`src/rtl/mbus_arbiter.sv`:
```
// mbus_arbiter: two-master round-robin arbiter for the MADDR/MDATA/MBE/MEN/MRW/MWAIT
// data bus. Master 0 is the core data port, master 1 is DMA/debug. Ownership is
// granted per transaction, parks on the last owner, and the owner's signals are
// muxed combinationally onto the slave side.
// Optional feature: define MBUS_TIMEOUT_EN to enable the stalled-bus watchdog
// (forced abort after TIMEOUT_CYCLES stalled cycles, sticky bus_err/err_addr).
module mbus_arbiter #(
  parameter int unsigned TIMEOUT_CYCLES = 255
) (
  input  logic        clk,
  input  logic        rst,
  input  logic [31:0] m0_addr,
  input  logic [31:0] m1_addr,
  input  logic [31:0] m0_wdata,
  input  logic [31:0] m1_wdata,
  input  logic [3:0]  m0_be,
  input  logic [3:0]  m1_be,
  input  logic        m0_en,
  input  logic        m1_en,
  input  logic        m0_rw,
  input  logic        m1_rw,
  output logic [31:0] m0_rdata,
  output logic [31:0] m1_rdata,
  output logic        m0_wait,
  output logic        m1_wait,
  output logic [31:0] s_addr,
  output logic [31:0] s_wdata,
  output logic [3:0]  s_be,
  output logic        s_en,
  output logic        s_rw,
  input  logic [31:0] s_rdata,
  input  logic        s_wait,
  output logic [1:0]  gnt,
  output logic        bus_err,
  output logic [31:0] err_addr,
  input  logic        err_clr
);

  typedef enum logic [1:0] {
    IDLE = 2'd0,
    OWN0 = 2'd1,
    OWN1 = 2'd2
`ifdef MBUS_TIMEOUT_EN
    , ABORT = 2'd3
`endif
  } state_t;

  state_t state_q, state_d;
  logic   last_q, last_d;
  logic   own0, own1;
  logic   timeout;

  assign own0 = (state_q == OWN0);
  assign own1 = (state_q == OWN1);
  assign gnt  = {own1, own0};

  // Slave-side mux: the owner's request passes straight through, otherwise the bus is quiet
  always_comb begin
    s_addr  = 32'h0;
    s_wdata = 32'h0;
    s_be    = 4'h0;
    s_en    = 1'b0;
    s_rw    = 1'b0;
    if (own0) begin
      s_addr  = m0_addr;
      s_wdata = m0_wdata;
      s_be    = m0_be;
      s_en    = m0_en;
      s_rw    = m0_rw;
    end else if (own1) begin
      s_addr  = m1_addr;
      s_wdata = m1_wdata;
      s_be    = m1_be;
      s_en    = m1_en;
      s_rw    = m1_rw;
    end
  end

  // Master-side responses: only the owner can finish; a watchdog abort finishes it with a poison word
  always_comb begin
    m0_wait  = m0_en & ~(own0 & s_en & (~s_wait | timeout));
    m1_wait  = m1_en & ~(own1 & s_en & (~s_wait | timeout));
    m0_rdata = 32'h0;
    m1_rdata = 32'h0;
    if (own0) m0_rdata = timeout ? 32'hDEAD_BEEF : s_rdata;
    if (own1) m1_rdata = timeout ? 32'hDEAD_BEEF : s_rdata;
  end

  // Ownership FSM: round-robin on ties, park after completion, release when the owner stops requesting
  always_comb begin
    state_d = state_q;
    last_d  = last_q;
    case (state_q)
      IDLE: begin
        if (m0_en && m1_en) state_d = last_q ? OWN0 : OWN1;
        else if (m0_en)     state_d = OWN0;
        else if (m1_en)     state_d = OWN1;
      end
      OWN0: begin
`ifdef MBUS_TIMEOUT_EN
        if (timeout) state_d = ABORT;
        else
`endif
        if (m0_en && !s_wait) begin
          last_d  = 1'b0;
          state_d = m1_en ? OWN1 : OWN0;
        end else if (!m0_en) begin
          state_d = m1_en ? OWN1 : IDLE;
        end
      end
      OWN1: begin
`ifdef MBUS_TIMEOUT_EN
        if (timeout) state_d = ABORT;
        else
`endif
        if (m1_en && !s_wait) begin
          last_d  = 1'b1;
          state_d = m0_en ? OWN0 : OWN1;
        end else if (!m1_en) begin
          state_d = m0_en ? OWN0 : IDLE;
        end
      end
      default: state_d = IDLE;
    endcase
  end

  // State and round-robin pointer; master 0 wins the first tie after reset
  always_ff @(posedge clk) begin
    if (rst) begin
      state_q <= IDLE;
      last_q  <= 1'b1;
    end else begin
      state_q <= state_d;
      last_q  <= last_d;
    end
  end

`ifdef MBUS_TIMEOUT_EN
  localparam logic [7:0] TIMEOUT_CNT = 8'(TIMEOUT_CYCLES);

  logic [7:0]  cnt_q, cnt_d;
  logic        bus_err_q, bus_err_d;
  logic [31:0] err_addr_q, err_addr_d;

  assign timeout  = s_en & (cnt_q == TIMEOUT_CNT);
  assign bus_err  = bus_err_q;
  assign err_addr = err_addr_q;

  // Watchdog: count consecutive stalled cycles, record the first offending address, set beats clear
  always_comb begin
    cnt_d      = (s_en && s_wait && !timeout) ? cnt_q + 8'd1 : 8'd0;
    bus_err_d  = timeout | (bus_err_q & ~err_clr);
    err_addr_d = (timeout && !bus_err_q) ? s_addr : err_addr_q;
  end

  // Watchdog registers
  always_ff @(posedge clk) begin
    if (rst) begin
      cnt_q      <= 8'd0;
      bus_err_q  <= 1'b0;
      err_addr_q <= 32'h0;
    end else begin
      cnt_q      <= cnt_d;
      bus_err_q  <= bus_err_d;
      err_addr_q <= err_addr_d;
    end
  end
`else
  assign timeout  = 1'b0;
  assign bus_err  = 1'b0;
  assign err_addr = 32'h0;
`endif

endmodule

```
`config.mk`:
```
export PLATFORM = sky130hd
export DESIGN_NAME = mbus_arbiter
export DESIGN_NICKNAME = d
export VERILOG_FILES = /design/src/rtl/mbus_arbiter.sv
export SDC_FILE = /design/constraint.sdc
export NUM_CORES = 1
export LEC_CHECK = 0
export ABC_AREA = 1
export BUFFER_PORTS_ARGS = -buffer_cell sky130_fd_sc_hd__buf_2
export CAP_MARGIN = 40
export CORE_AREA = 2 2 136 138
export CTS_BUF_LIST = sky130_fd_sc_hd__clkbuf_4 sky130_fd_sc_hd__clkbuf_8
export DETAILED_ROUTE_END_ITERATION = 6
export DIE_AREA = 0 0 138 140
export SYNTH_ARGS = -nofsm -noshare
export SYNTH_HDL_FRONTEND = slang
export SYNTH_SLANG_ARGS = --single-unit
```
`constraint.sdc`:
```
create_clock -name clk -period 2.2 [get_ports clk]
set_clock_uncertainty 0.1 [all_clocks]
set_input_delay 0.22 -clock clk [delete_from_list [all_inputs] [get_ports clk]]
set_output_delay 0.22 -clock clk [all_outputs]
set_load 0.02 [all_outputs]
```
==> results.py, run 1 <==
metrics = {
    "logic_synthesis": {
        "synth_top_cell_by_area": "nand2_1",
        "syn-cell-area_um2": 2101,
        "synth-seq-cells": 3,
        "synth_area_leaders": "nand2_1, nand3_1, buf_4",
        "synth_top_cell_area_share_pct": 38.42,
        "yosys_warnings": 0,
        "postSynthCellCount": 450,
        "ys_types": 20,
        "ys_seq_area_share_pct": 2.859,
        "avgSynthCellArea_um2": 4.668,
    },
    "worst_setup_path": {
        "cp_num_buf_inv": 4,
        "critPathTopFamily": "buffers and inverters",
        "crit_chain": "inv_1 > ha_2 > inv_2 > buf_12 > nand3_1 > nand2_1 > buf_2",
        "end_kind": "output port",
        "critical_path_required_ns": 1.88,
        "cp_max_fo": 57,
        "max_stage_delay_ns": 0.41,
        "arrival_ns": 1.71,
        "crit_type": "reg2out",
        "start_kind": "flop",
        "slowest_stage": "dfxtp_1",
    },
    "placed_design": {
        "dp_hpwl_mm": 8.944,
        "io_buffers": 312,
        "gp_congestion": 0.7611,
    },
    "die": {
        "die_area_um2": 19320,
        "ios": 347,
        "fp.dieW_um": 138,
        "rows": 49,
        "core_region_area_um2": 17780,
        "start_util_pct": 11.82,
        "dieHeight_um": 140,
    },
    "clock_tree": {
        "tritoncts": "yes",
        "postCtsSetupBuffers": 0,
        "cts-root-buf": "clkbuf_8",
        "htree_levels": 1,
        "clock-sinks": 3,
        "cts.path.max_buffers": 2,
        "clk_pin_slew_ns": 0.03,
        "insertion_delay_ns": 0.22,
        "cts-resized-gates": 0,
        "hold_buffers": 0,
        "cts_made_buffers": 3,
    },
    "timing": {
        "fin_crit_sh_pct": 92.24,
        "rsz0062_at_grt": "false",
        "final_hold_viol_count": 0,
        "maxSlewViolCount": 0,
        "fin_crit_ns": 2.029,
        "setup_viol": 0,
        "tns_ns": 0,
        "fmax_ghz": 0.4928,
    },
    "route": {
        "first_iter_violations": 94,
        "route.detailed.drc": 0,
        "wire_per_inst_um": 10.83,
        "drtAntennaViolNets": 0,
        "first_pass_iters": 6,
        "wl_mm": 10.50,
        "avgViaCountPerCell": 3.699,
        "vias": 3584,
    },
    "global_route": {
        "grtUsageMet2_pct": 19.44,
        "grt-busiest-layer": "met2",
        "grt_pass1_wl_mm": 15.68,
        "overflow": 0,
        "grt_pass1_vias": 3207,
        "grt_start_max_net_pins": 59,
        "grt_use_met1_pct": 11.18,
        "antenna_found_initial": 1,
        "grt_use_met3_pct": 1.846,
        "grt_usage_pct": 9.809,
    },
    "finish": {
        "drive_gt1_share_pct": 44.65,
        "n_fill_cell": 2057,
        "syn_to_final_growth_pct": 81.30,
        "fin_nets": 921,
        "regArea_um2": 60.06,
        "multi_input_area_um2": 1468,
        "final_util_pct": 21.42,
        "final_common_cell": "buf_2",
        "final_cell_mix": "buf_2, nand2_1, nand3_1",
    },
    "power_and_ir_drop": {
        "vdd_ir_drop_max_uv": 219.7,
        "power.leakage_nw": 2.988,
        "p_per_area_nw_per_um2": 676.6,
        "total_power_mw": 2.577,
    },
    "flow_run": {
        "drv_cap": 0,
    },
    "worst_hold_path": {
        "min_path_type": "in2reg",
    },
    "outcome": {
        "status": "finished clean",
    },
}
## layer usage
| metal | share of wire, % | routed length [um] |
|---|---|---|
| met1 | 40 | 4168 |
| met2 | 51 | 5365 |
| met3 | 8.8 | 925 |
| met4 | 0.22 | 23 |
| met5 | 0.12 | 13 |
## worst paths after layout
| kind | startpoint | end | slack (ns) | depth (start not counted) |
|---|---|---|---|---|
| max | state_q[1] | s_addr[4] | 0.17 | 7 |
| min | rst | state_q[1] | 0.11 | 2 |
| max reg2reg | state_q[1] | state_q[1] | 0.58 | 8 |
| min reg2reg | last_q | last_q | 0.36 | 2 |
## worst register-to-register path, stage by stage, from the launching register on
cell and delay (ns):
dfxtp_1 0.41, inv_1 0.12, ha_1 0.23, buf_12 0.17, nand3_1 0.11, nand3_2 0.11
nor2_2 0.11, nand2_1 0.06, a21oi_1 0.13
## through the flow
stage	cells	hold WS [ns]	setup slack (ns)	instance area, um^2
global route	968	0.1002	0.009995	3806
finish	969	0.1065	0.1708	3809
detailed placement	964	0.3269	0.3730	3757
floorplan	482	0.1891	0.2133	2221
CTS	968	0.1038	0.1495	3806
global placement	964	0.3258	0.4200	3757
## logic make-up after synthesis
group,synth area share (%)
and+or+nand+nor,58.31
DFF,2.859
adders and majority gates,2.978
buffers and inverters,33.71
other,0.1785
AOI/OAI and AO/OA,1.965
## Yosys cell counts (all sizes together)
master,count
ha,5
a31oi,1
nand2,215
nand4,2
inv,71
buf,58
dfxtp,3
conb,1
nor2,2
nand3,77
clkbuf,8
a21oi,4
o21ai,3
## flip-flops by register name, indices dropped and copies added, names as in the netlist
name and flops:
last_q 1, state_q 2
## area by class of cell
cell class,count,area share [%]
diodes,1,0.06570
clock buffers,4,1.281
inverters,71,6.997
multi-input cells,342,38.53
flip-flops and latches,3,1.577
well taps,229,7.523
repair buffers,319,44.02
## where the power goes
part	total (mW)	switching (mW)	internal, mW	leakage, nW
clock	0.173	0.0367	0.136	0.0262
combinational	2.32	1.56	0.752	2.94
sequential	0.0878	0.0169	0.0709	0.0248
total	2.58	1.62	0.959	2.99
No activity file was read; power rests on OpenSTA's default activity.
==> run 2, diff against run 1 <==
--- a/config.mk
+++ b/config.mk
@@ -12,6 +12,7 @@
 export CTS_BUF_LIST = sky130_fd_sc_hd__clkbuf_4 sky130_fd_sc_hd__clkbuf_8
 export DETAILED_ROUTE_END_ITERATION = 6
 export DIE_AREA = 0 0 138 140
+export MAX_ROUTING_LAYER = met4
 export SYNTH_ARGS = -nofsm -noshare
 export SYNTH_HDL_FRONTEND = slang
 export SYNTH_SLANG_ARGS = --single-unit
==> results.py, run 2 (synthesis results as in run 1) <==
metrics = {
    "route": {
        "first_iter_violations": 96,
        "route.detailed.drc": 0,
        "wire_per_inst_um": 10.80,
        "drtAntennaViolNets": 0,
        "avgViaCountPerCell": 3.677,
        "wl_mm": 10.48,
        "first_pass_iters": 6,
        "vias": 3567,
    },
    "finish": {
        "drive_gt1_share_pct": 44.65,
        "fin_nets": 921,
        "final_common_cell": "buf_2",
        "final_cell_mix": "buf_2, nand2_1, nand3_1",
        "n_fill_cell": 2056,
        "multi_input_area_um2": 1468,
        "syn_to_final_growth_pct": 81.42,
        "regMostFlops": "state_q",
        "largest_reg_flops": 2,
        "regArea_um2": 60.06,
        "top_regs": "state_q: 2 flops, last_q: 1 flops",
    },
    "die": {
        "fp.dieW_um": 138,
        "core_region_area_um2": 17780,
        "die_area_um2": 19320,
        "ios": 347,
        "dieHeight_um": 140,
        "start_util_pct": 11.82,
        "rows": 49,
    },
    "global_route": {
        "overflow": 0,
        "grt_start_max_net_pins": 59,
        "grt_pass1_wl_mm": 15.69,
        "grt_usage_pct": 10.10,
        "antenna_found_initial": 1,
        "grt_pass1_vias": 3207,
    },
    "worst_setup_path": {
        "slowest_stage": "dfxtp_1",
        "crit_type": "reg2out",
        "start_kind": "flop",
        "max_stage_delay_ns": 0.41,
        "cp_num_buf_inv": 4,
        "critPathTopFamily": "buffers and inverters",
        "end_kind": "output port",
        "cp_max_fo": 57,
        "arrival_ns": 1.71,
        "critical_path_required_ns": 1.88,
        "crit_chain": "inv_1 > ha_2 > inv_2 > buf_12 > nand3_1 > nand2_1 > buf_2",
    },
    "clock_tree": {
        "postCtsSetupBuffers": 0,
        "cts.path.max_buffers": 2,
        "insertion_delay_ns": 0.22,
        "clk_pin_slew_ns": 0.03,
        "tritoncts": "yes",
        "cts_made_buffers": 3,
        "htree_levels": 1,
        "cts-resized-gates": 0,
        "clock-sinks": 3,
        "hold_buffers": 0,
        "cts-root-buf": "clkbuf_8",
    },
    "placed_design": {
        "dp_hpwl_mm": 8.944,
        "gp_congestion": 0.7711,
        "io_buffers": 312,
    },
    "timing": {
        "rsz0062_at_grt": "false",
        "holdWs_ns": 0.1067,
        "tns_ns": 0,
        "fin_crit_ns": 2.028,
        "setup_viol": 0,
        "fin_crit_sh_pct": 92.20,
        "final_hold_viol_count": 0,
        "maxSlewViolCount": 0,
        "fmax_ghz": 0.4930,
    },
    "worst_hold_path": {
        "min_path_type": "in2reg",
    },
    "power_and_ir_drop": {
        "p_per_area_nw_per_um2": 675.5,
        "power.leakage_nw": 2.988,
        "vdd_ir_drop_max_uv": 217.7,
    },
    "outcome": {
        "status": "finished clean",
    },
    "flow_run": {
        "drv_cap": 0,
    },
}
-- run 2: cell count changes in the layout (fill, tap and decap cells not counted) --
| cell | change |
|---|---|
| diode_2 | +1 |
-- run 2: report_power, final --
part | switching, mW | total, mW | leakage, nW | internal (mW)
registers | 0.0169 | 0.0878 | 0.0248 | 0.0709
clock network | 0.0365 | 0.172 | 0.0262 | 0.136
logic | 1.56 | 2.31 | 2.94 | 0.752
-- run 2: through the flow --
step	area [um^2]	power, mW	worst slack, ns	cells	utilization [%]
global route	3809	2.809	0.009997	969	21.42
floorplan	2221	1.630	0.2133	482	-
global placement	3757	2.428	0.4200	964	21.13
finish	3811	2.575	0.1715	970	21.44
detailed placement	3757	2.434	0.3730	964	21.13
CTS	3806	2.616	0.1495	968	21.41
-- run 2: area by class of cell --
| type | count | share of cell area [%] |
|---|---|---|
| Antenna cell | 2 | 0.1313 |
| Multi-Input combinational cell | 342 | 38.51 |
| Timing Repair Buffer | 319 | 43.99 |
| Inverter | 71 | 6.993 |
| Tap cell | 229 | 7.518 |
| Clock buffer | 4 | 1.280 |
| Sequential cell | 3 | 1.576 |
-- run 2: final timing paths --
| kind | start | endpoint | slack [ns] | depth (start not counted) |
|---|---|---|---|---|
| worst max-delay path | state_q[1] | s_addr[4] | 0.17 | 7 |
| worst min register to register | last_q | last_q | 0.36 | 2 |
| worst min-delay path | rst | state_q[0] | 0.11 | 2 |
| worst max register to register | state_q[1] | state_q[1] | 0.58 | 8 |
-- run 2: per-layer routing --
layer	vias up	track usage [%]	share of wire (%)
met5	-	-	0
met2	216	19.41	51
li1	1854	-	-
met1	1495	11.22	40
met4	0	1.020	0.26
met3	2	1.812	8.6
==> run 3, diff against run 2 <==
--- a/config.mk
+++ b/config.mk
@@ -6,12 +6,12 @@
 export NUM_CORES = 1
 export LEC_CHECK = 0
 export ABC_AREA = 1
-export BUFFER_PORTS_ARGS = -buffer_cell sky130_fd_sc_hd__buf_2
 export CAP_MARGIN = 40
-export CORE_AREA = 2 2 136 138
+export CORE_AREA = 2 2 133 135
 export CTS_BUF_LIST = sky130_fd_sc_hd__clkbuf_4 sky130_fd_sc_hd__clkbuf_8
 export DETAILED_ROUTE_END_ITERATION = 6
-export DIE_AREA = 0 0 138 140
+export DIE_AREA = 0 0 135 137
+export DONT_BUFFER_PORTS = 1
 export MAX_ROUTING_LAYER = met4
 export SYNTH_ARGS = -nofsm -noshare
 export SYNTH_HDL_FRONTEND = slang
==> results.py, run 3 (synthesis results as in run 1) <==
metrics = {
    "outcome": {
        "status": "finished clean",
    },
    "worst_setup_path": {
        "max_stage_delay_ns": 0.45,
        "slowest_stage": "buf_4",
        "arrival_ns": 1.73,
        "start_kind": "flop",
        "crit_chain": "inv_1 > ha_4 > buf_4 > nand2_1 > nand2_1",
        "cp_max_fo": 61,
        "critical_path_required_ns": 1.88,
        "crit_type": "reg2out",
        "end_kind": "output port",
        "cp_common_cell": "nand2_1",
    },
    "global_route": {
        "grt_usage_pct": 8.601,
        "grt_pass1_wl_mm": 11.18,
        "antenna_found_initial": 0,
        "grt_pass1_vias": 1832,
        "grt_start_max_net_pins": 70,
        "overflow": 0,
    },
    "finish": {
        "final_util_pct": 13.44,
        "largest_reg_flops": 2,
        "n_fill_cell": 2003,
        "regArea_um2": 60.06,
        "regMostFlops": "state_q",
        "drive_gt1_share_pct": 5.530,
        "final_common_cell": "nand2_1",
        "fin_nets": 616,
        "multi_input_area_um2": 1478,
        "final_cell_mix": "nand2_1, nand3_1, inv_1",
        "syn_to_final_growth_pct": 9.113,
        "top_regs": "state_q: 2 flops, last_q: 1 flops",
        "n_antenna_cell": 0,
    },
    "clock_tree": {
        "cts_made_buffers": 3,
        "tritoncts": "yes",
        "htree_levels": 1,
        "cts.path.max_buffers": 2,
        "insertion_delay_ns": 0.21,
        "clock-sinks": 3,
        "cts-root-buf": "clkbuf_8",
        "clk_pin_slew_ns": 0.03,
        "postCtsSetupBuffers": 0,
    },
    "timing": {
        "fin_crit_ns": 2.047,
        "tightest_slew_ns": 0.5727,
        "final_hold_viol_count": 0,
        "fmax_ghz": 0.4886,
        "maxSlewViolCount": 0,
        "setup_viol": 0,
        "fin_crit_sh_pct": 93.03,
        "rsz0062_at_grt": "false",
        "slew_headroom_pct": 61.82,
        "tns_ns": 0,
    },
    "placed_design": {
        "gp_congestion": 0.8579,
        "io_buffers": 0,
        "dp_hpwl_mm": 8.275,
    },
    "route": {
        "first_iter_violations": 123,
        "route.detailed.drc": 0,
        "avgViaCountPerCell": 3.923,
        "wire_per_inst_um": 14.54,
        "first_pass_iters": 4,
        "vias": 2585,
        "drtAntennaViolNets": 0,
        "wl_mm": 9.584,
    },
    "die": {
        "dieHeight_um": 137,
        "start_util_pct": 12.32,
        "fp.dieW_um": 135,
        "die_area_um2": 18500,
        "ios": 347,
        "core_region_area_um2": 17060,
        "rows": 48,
    },
    "power_and_ir_drop": {
        "vdd_ir_drop_max_uv": 261.0,
        "p_comb_share_pct": 87.4,
        "netSwitchingFraction_pct": 72.73,
        "internal_power_uw": 565.9,
        "p_switching_mw": 1.509,
        "p_per_area_nw_per_um2": 905.3,
        "power.leakage_nw": 1.612,
        "clkPwrFrac_pct": 8.3,
        "p_seq_share_pct": 4.3,
    },
    "flow_run": {
        "drv_cap": 0,
    },
    "worst_hold_path": {
        "min_path_type": "in2reg",
    },
}
## run 3: path summary, 6_finish.rpt
kind | start | endpoint | slack (ns) | cells past startpoint
setup reg to reg | state_q[1] | state_q[1] | 0.56 | 8
hold reg to reg | last_q | last_q | 0.36 | 2
hold / removal | s_wait | last_q | 0.14 | 3
setup / recovery | state_q[1] | s_be[3] | 0.15 | 5
## run 3: routing by layer
layer	wire (um)	global-route usage (%)	up-vias
li1	-	-	1242
met1	3631	9.528	1096
met2	5108	16.92	241
met3	755	0.4444	6
met4	88	1.852	0
met5	0	-	-
## run 3: metrics by stage
stage                     instance area (um^2)  total power, mW  std cells  hold slack [ns]  setup WS [ns]
after global placement                    2233            1.913        654           0.1968         0.4084
after floorplan                           2221            1.630        482           0.1891         0.2133
final                                     2292            2.075        659           0.1370         0.1532
after global routing                      2292            2.247        659           0.1710        0.01813
after detailed placement                  2233            1.929        654           0.1960         0.3691
after CTS                                 2292            2.112        659           0.1340         0.1358
## run 3: repair_timing
item | CTS | global route
hold buffers | 1 | 0
resized for setup | 0 | 0
endpoints found under the hold margin | 3 | 0
## run 3: critical path, delay by kind of cell (launching register included)
kind                       cells  cell delay [ns]
DFF                            1             0.35
and+or+nand+nor                2             0.37
buffers and inverters          2             0.59
adders and majority gates      1             0.16
## run 3: final cells by class
| class | instances | share of cell area, % |
|---|---|---|
| flip-flops and latches | 3 | 2.620 |
| repair buffers | 14 | 6.878 |
| well taps | 225 | 12.28 |
| multi-input cells | 342 | 64.47 |
| inverters | 71 | 11.63 |
| clock buffers | 4 | 2.129 |
## run 3: power by group through the flow
stage	Combinational [mW]	Clock (mW)	Sequential, mW
3_5_place_dp	1.84	0	0.0897
4_1_cts	1.85	0.178	0.0889
5_1_grt	1.98	0.181	0.0905
3_3_place_gp	1.82	0	0.0889
2_1_floorplan	1.55	0	0.0825
6_report	1.81	0.173	0.0888
